## config.mk

```make
export PLATFORM = sky130hd
export DESIGN_NAME = tv_sequencer_flat
export DESIGN_NICKNAME = d
export VERILOG_FILES = /design/src/rtl/tv_sequencer_if.sv /design/src/rtl/tv_sequencer.sv /design/src/flat_wrapper.sv
export SDC_FILE = /design/constraint.sdc
export NUM_CORES = 1
export LEC_CHECK = 0
export ABC_AREA = 1
export BUFFER_PORTS_ARGS = -buffer_cell sky130_fd_sc_hd__buf_2
export CORE_ASPECT_RATIO = 1.4
export CORE_MARGIN = 1.5
export CORE_UTILIZATION = 32
export CTS_CLUSTER_SIZE = 8
export DETAILED_ROUTE_END_ITERATION = 10
export PLACE_DENSITY = 0.6
export SYNTH_ARGS = -nofsm -noshare
export SYNTH_HDL_FRONTEND = slang
export SYNTH_SLANG_ARGS = --single-unit
```

## constraint.sdc

```tcl
create_clock -name clk -period 3.6 [get_ports clk]
set_input_delay 0.36 -clock clk [delete_from_list [all_inputs] [get_ports clk]]
set_output_delay 0.36 -clock clk [all_outputs]
set_load 0.05 [all_outputs]
```

## src/rtl/tv_sequencer_if.sv

```systemverilog
// Bundle between the vector sequencer and its environment: start/status,
// vector ROM read port and the stimulus/response pins of the device under test.
interface tv_sequencer_if #(
    parameter int IN_W   = 3,
    parameter int OUT_W  = 1,
    parameter int ADDR_W = 10
);
    localparam int VEC_W = 1 + IN_W + OUT_W;

    // start is a single-cycle request, honoured only while the sequencer is
    // idle or done; done is a level that stays high until the next accepted
    // start or reset. The ROM read port has no back-pressure: data for
    // rom_addr is returned exactly one clock later.
    logic              start;
    logic [ADDR_W-1:0] rom_addr;
    logic [VEC_W-1:0]  rom_data;
    logic [IN_W-1:0]   dut_in;
    logic [OUT_W-1:0]  dut_out;
    logic              busy;
    logic              done;
    logic              pass;
    logic [31:0]       vectornum;
    logic [31:0]       errors;
    logic              fail_valid;
    logic [ADDR_W-1:0] fail_idx;
    logic [2:0]        dbg_state;

    modport master (
        input  start, rom_data, dut_out,
        output rom_addr, dut_in, busy, done, pass, vectornum, errors,
               fail_valid, fail_idx, dbg_state
    );

    modport slave (
        output start, rom_data, dut_out,
        input  rom_addr, dut_in, busy, done, pass, vectornum, errors,
               fail_valid, fail_idx, dbg_state
    );
endinterface

```

## src/rtl/tv_sequencer.sv

```systemverilog
// Hardware test-vector sequencer: walks a synchronous vector ROM, drives a DUT,
// waits a settle time, compares its response and reports vector/error counts.
module tv_sequencer #(
    parameter int IN_W          = 3,
    parameter int OUT_W         = 1,
    parameter int ADDR_W        = 10,
    parameter int SETTLE_CYCLES = 2
) (
    input  logic           clk,
    input  logic           reset,
    tv_sequencer_if.master bus
);
    localparam int VEC_W = 1 + IN_W + OUT_W;
    localparam int SET_W = (SETTLE_CYCLES > 1) ? $clog2(SETTLE_CYCLES) : 1;

    typedef enum logic [2:0] {
        S_IDLE   = 3'd0,
        S_FETCH  = 3'd1,
        S_LOAD   = 3'd2,
        S_SETTLE = 3'd3,
        S_CHECK  = 3'd4,
        S_DONE   = 3'd5
    } state_t;

    state_t            r_state;
    state_t            w_next;
    logic [ADDR_W-1:0] r_addr;
    logic [IN_W-1:0]   r_dut_in;
    logic [OUT_W-1:0]  r_exp;
    logic [SET_W-1:0]  r_settle;
    logic [31:0]       r_vectornum;
    logic [31:0]       r_errors;
    logic              r_fail_valid;
    logic [ADDR_W-1:0] r_fail_idx;

    logic              w_start_ok;
    logic              w_vec_valid;
    logic [IN_W-1:0]   w_vec_in;
    logic [OUT_W-1:0]  w_vec_exp;
    logic              w_mismatch;
    logic              w_last_addr;

    assign w_start_ok  = bus.start && ((r_state == S_IDLE) || (r_state == S_DONE));
    assign w_vec_valid = bus.rom_data[VEC_W-1];
    assign w_vec_in    = bus.rom_data[VEC_W-2:OUT_W];
    assign w_vec_exp   = bus.rom_data[OUT_W-1:0];
    assign w_mismatch  = (bus.dut_out != r_exp);
    assign w_last_addr = (r_addr == {ADDR_W{1'b1}});

    always_ff @(posedge clk or posedge reset) begin
        if (reset) begin
            r_state <= S_IDLE;
        end else begin
            r_state <= w_next;
        end
    end

    always_comb begin
        w_next = r_state;
        case (r_state)
            S_IDLE:   if (w_start_ok) w_next = S_FETCH;
            S_FETCH:  w_next = S_LOAD;
            // A cleared valid bit terminates the run without being counted.
            S_LOAD:   w_next = w_vec_valid ? S_SETTLE : S_DONE;
            S_SETTLE: if (r_settle == '0) w_next = S_CHECK;
            // The last ROM address ends the run instead of wrapping to 0.
            S_CHECK:  w_next = w_last_addr ? S_DONE : S_FETCH;
            S_DONE:   if (w_start_ok) w_next = S_FETCH;
            default:  w_next = S_IDLE;
        endcase
    end

    always_ff @(posedge clk or posedge reset) begin
        if (reset) begin
            r_addr       <= '0;
            r_dut_in     <= '0;
            r_exp        <= '0;
            r_settle     <= '0;
            r_vectornum  <= '0;
            r_errors     <= '0;
            r_fail_valid <= 1'b0;
            r_fail_idx   <= '0;
        end else if (w_start_ok) begin
            // dut_in deliberately keeps the last stimulus until vector 0 loads.
            r_addr       <= '0;
            r_vectornum  <= '0;
            r_errors     <= '0;
            r_fail_valid <= 1'b0;
            r_fail_idx   <= '0;
        end else begin
            case (r_state)
                S_LOAD: begin
                    if (w_vec_valid) begin
                        r_dut_in <= w_vec_in;
                        r_exp    <= w_vec_exp;
                        r_settle <= SET_W'(SETTLE_CYCLES - 1);
                    end
                end
                S_SETTLE: begin
                    if (r_settle != '0) begin
                        r_settle <= r_settle - 1'b1;
                    end
                end
                S_CHECK: begin
                    if (w_mismatch) begin
                        if (r_errors != 32'hFFFF_FFFF) begin
                            r_errors <= r_errors + 32'd1;
                        end
                        if (!r_fail_valid) begin
                            r_fail_valid <= 1'b1;
                            r_fail_idx   <= r_addr;
                        end
                    end
                    r_vectornum <= r_vectornum + 32'd1;
                    if (!w_last_addr) begin
                        r_addr <= r_addr + 1'b1;
                    end
                end
                default: ;
            endcase
        end
    end

    // The ROM address is the live counter so it reads 0 straight out of reset.
    assign bus.rom_addr   = r_addr;
    assign bus.dut_in     = r_dut_in;
    assign bus.busy       = (r_state == S_FETCH) || (r_state == S_LOAD) ||
                            (r_state == S_SETTLE) || (r_state == S_CHECK);
    assign bus.done       = (r_state == S_DONE);
    assign bus.pass       = (r_state == S_DONE) && (r_errors == 32'd0);
    assign bus.vectornum  = r_vectornum;
    assign bus.errors     = r_errors;
    assign bus.fail_valid = r_fail_valid;
    assign bus.fail_idx   = r_fail_idx;
    assign bus.dbg_state  = r_state;
endmodule
```

## src/flat_wrapper.sv

```systemverilog
// flat-port wrapper written by rule: the top's interface ports become plain ports
module tv_sequencer_flat 
#(
    parameter int IN_W          = 3,
    parameter int OUT_W         = 1,
    parameter int ADDR_W        = 10,
    parameter int SETTLE_CYCLES = 2
)
  (clk, reset, bus_start, bus_rom_data, bus_dut_out, bus_rom_addr, bus_dut_in, bus_busy, bus_done, bus_pass, bus_vectornum, bus_errors, bus_fail_valid, bus_fail_idx, bus_dbg_state);
  tv_sequencer_if #(.IN_W(IN_W), .OUT_W(OUT_W), .ADDR_W(ADDR_W)) bus_i ();
  input  logic clk;
  input  logic reset;
  input wire logic [$bits(bus_i.start)-1:0] bus_start;
  input wire logic [$bits(bus_i.rom_data)-1:0] bus_rom_data;
  input wire logic [$bits(bus_i.dut_out)-1:0] bus_dut_out;
  output wire logic [$bits(bus_i.rom_addr)-1:0] bus_rom_addr;
  output wire logic [$bits(bus_i.dut_in)-1:0] bus_dut_in;
  output wire logic [$bits(bus_i.busy)-1:0] bus_busy;
  output wire logic [$bits(bus_i.done)-1:0] bus_done;
  output wire logic [$bits(bus_i.pass)-1:0] bus_pass;
  output wire logic [$bits(bus_i.vectornum)-1:0] bus_vectornum;
  output wire logic [$bits(bus_i.errors)-1:0] bus_errors;
  output wire logic [$bits(bus_i.fail_valid)-1:0] bus_fail_valid;
  output wire logic [$bits(bus_i.fail_idx)-1:0] bus_fail_idx;
  output wire logic [$bits(bus_i.dbg_state)-1:0] bus_dbg_state;
  assign bus_i.start = bus_start;
  assign bus_i.rom_data = bus_rom_data;
  assign bus_i.dut_out = bus_dut_out;
  assign bus_rom_addr = bus_i.rom_addr;
  assign bus_dut_in = bus_i.dut_in;
  assign bus_busy = bus_i.busy;
  assign bus_done = bus_i.done;
  assign bus_pass = bus_i.pass;
  assign bus_vectornum = bus_i.vectornum;
  assign bus_errors = bus_i.errors;
  assign bus_fail_valid = bus_i.fail_valid;
  assign bus_fail_idx = bus_i.fail_idx;
  assign bus_dbg_state = bus_i.dbg_state;
  tv_sequencer #(.IN_W(IN_W), .OUT_W(OUT_W), .ADDR_W(ADDR_W), .SETTLE_CYCLES(SETTLE_CYCLES)) u_core (.clk(clk), .reset(reset), .bus(bus_i));
endmodule
```

==> metrics.cfg <==
[yosys]
yosysWarnings=0
synth-async-reset-ratio=1.00
yosys.area.top_type_share=0.407
synth_cell_types=39
synth_area_per_cell_um2=7.09
synth_xor_area_frac=0.0122
muxShareOfSynthArea=0.00787
synth_area_um2=5720
synth_seq_area_share=0.407
synth_area_leader_cell=dfrtp_1
synth_compound_area_frac=0.104
synth_area_leaders=dfrtp_1, nand2_1, nor2_1
synthSimpleGateAreaFrac=0.378
netlist_instances=807
yosys.area_share.adder=0.00874
ys_seq_elements=93
synth_edf_count=0
synth.net_count=820
synth_top_family_by_area=simple AND/OR/NAND/NOR gates
yosys_most_used_dff=dfrtp_1

[global_route]
grt_pass1_vias=5383
overflow=0
grt_pass1_wl_um=27400
grt_max_degree=51
antenna_found_initial=0
grtUsageTotal=0.188

[drt]
top_layer=met4
wl_met2_um=8750
num_vias=5546
firstDrtPassIters=5
vias_per_cell=4.83
wl_met1_um=6980
drc_errors=0
initialDrtViolationCount=376
dr_wl_met3_um=587
final_antenna_net_count=0
drt-total-wl_um=16800
wl_per_cell_um=14.6

[setup_path]
start_kind=flop
cp_top_family=simple AND/OR/NAND/NOR gates
cp.arrival_ns=2.80
worst-path-buf-inv=3
cp_cell_sequence=inv_2 -> nand3_1 -> nand2_1 -> nand2_2 -> buf_4 -> inv_1 -> or2_2 -> o21ai_2
cp.required_ns=3.89
critPathCaptureType=flop
critPathMaxFanout=50
cp_slowest_stage_delay_ns=0.55
cp_slowest_cell=buf_4
worstSetupPathType=reg2reg

[power]
power_density_nw_per_um2=527
netSwitchingFraction=0.444
leakage_uw=0.00316
internal-power_uw=1980
p_sw_uw=1580
pwr-share-seq=0.360
vdd_drop_max_uv=237
clkPwrFrac=0.289
comb_power_share=0.350

[finish]
syn2layout_area_growth_pct=17.9
layout-drive-gt1-share=0.207
fin_nets=921
nFillCells=1905
fin_cells=1149
multiInputGateArea_um2=2920
seq_area_um2=2330
diodes=0

[floorplanning]
dieArea_um2=18700
start_util=0.329
die_h_um=161
rows=57
ioPinCount=103
die_width_um=116
core_area_um2=17400

[cts]
cts_buffer_depth=2
cts_tree=built
post_cts_resized=0
cts_made_buffers=9
ctsRootBufferMaster=clkbuf_16
postCtsSetupBuffers=0
clk_pin_slew_worst_paths_ns=0.08
cts.sinks=93
cts-htree-levels=3
clock_latency_ns=0.36
cts_hold_buf=0

[run]
drv_cap=0

[sta]
worst_slack_ns=1.09
finalHoldViolations=0
fin_crit_sh=0.699
fin_tns_setup_ns=0
relSlewSlack=0.519
max_freq_mhz=398
finalSetupViolations=0
fin_crit_ns=2.51
rsz0062_at_grt=no
tightest_slew_ns=0.721
slew_violations=0
skew_ns=0.0118
hold-worst-slack_ns=0.0560

[place]
io_buffers=102
preCtsSetupSlack_ns=1.09
place_congestion=0.885
post-dp-hpwl_um=12800
place_inst=1133

[outcome]
status=completed

[worst_hold_path]
min_path_type=in2async

-- synth_stat cells, types with 3 or more instances --
master   instances
nor3_1          12
nor2_2           5
xor2_1           7
o21ai_1          7
buf_2            7
o21ai_0         46
inv_1           87
nor4_1           3
nor2_4           3
mux2_2           4
nor2_1         123
nand4_1         21
inv_2            5
buf_12           3
ha_1             4
buf_4            3
a21oi_1         18
nand3_1         77
nand2_2         24
nand2_1        211
dfrtp_1         93
o21ai_2         20
-- sequential cells by signal (all words and copies together), names as in the netlist --
name / cells
u_core.bus.rom_addr: 10
u_core.bus.fail_valid: 1
u_core.r_settle: 1
u_core.bus.vectornum: 32
u_core.bus.dut_in: 3
u_core.bus.dbg_state: 3
u_core.r_exp: 1
u_core.bus.errors: 32
u_core.bus.fail_idx: 10
-- logic make-up after synthesis --
family / Yosys count
simple gates: 490
xor+xnor: 8
fa+ha+maj: 4
compound gates: 100
mux: 4
buf+inv: 108
flops: 93
-- cell usage in the layout, fill, tap and decap left out, types with 7 or more instances in the layout --
master       n
buf_2      102
clkbuf_16    9
o21ai_2     20
nand2_1    211
nand3_1     77
a21oi_1     18
nand2_2     24
dfrtp_1     93
o21ai_0     46
nand4_1     21
xor2_1       7
inv_1       86
o21ai_1      7
nor2_1     123
nor3_1      12
-- stage by stage --
step	cell area [um^2]	power, uW	util
floorplan	5720	2320	-
global placement	6430	2550	0.370
detailed placement	6430	2560	0.370
CTS	6750	3600	0.388
global route	6750	3740	0.388
finish	6750	3560	0.388
-- layer usage --
layer | global-route usage | up-vias
li1 | - | 2826
met3 | 0.0300 | 34
met4 | 0.0809 | 0
met5 | 0 | -
met1 | 0.224 | 2566
met2 | 0.328 | 120
-- layout make-up --
class                           instances  area share
Multi-Input combinational cell        606       0.433
Sequential cell                        93       0.345
Timing Repair Buffer                  105      0.0790
Inverter                               93      0.0521
Tap cell                              236      0.0438
Clock buffer                            9      0.0334
Clock inverter                          7      0.0137
-- power by group through the flow --
| stage | clock (uW) | sequential [uW] | combinational [uW] |
|---|---|---|---|
| 3_5_place_dp | 0 | 1300 | 1260 |
| 2_1_floorplan | 0 | 1600 | 718 |
| 4_1_cts | 1060 | 1280 | 1260 |
| 6_report | 1030 | 1280 | 1240 |
| 5_1_grt | 1100 | 1300 | 1350 |
| 3_3_place_gp | 0 | 1300 | 1250 |
-- final timing paths --
path	from	end	slack (ns)	depth (start not counted)
setup / recovery	u_core.bus.dbg_state[2]	u_core.bus.errors[7]	1.09	8
hold / removal	reset	u_core.bus.dut_in[0]	0.06	2
setup reg to reg	u_core.bus.dbg_state[2]	u_core.bus.errors[7]	1.09	8
hold reg to reg	u_core.r_settle	u_core.r_settle	0.47	2
max in group asynchronous	reset	u_core.bus.errors[26]	2.74	3
min in group clk	bus_rom_data[1]	u_core.bus.dut_in[0]	0.22	2
Power figures use the tool's default switching activity.
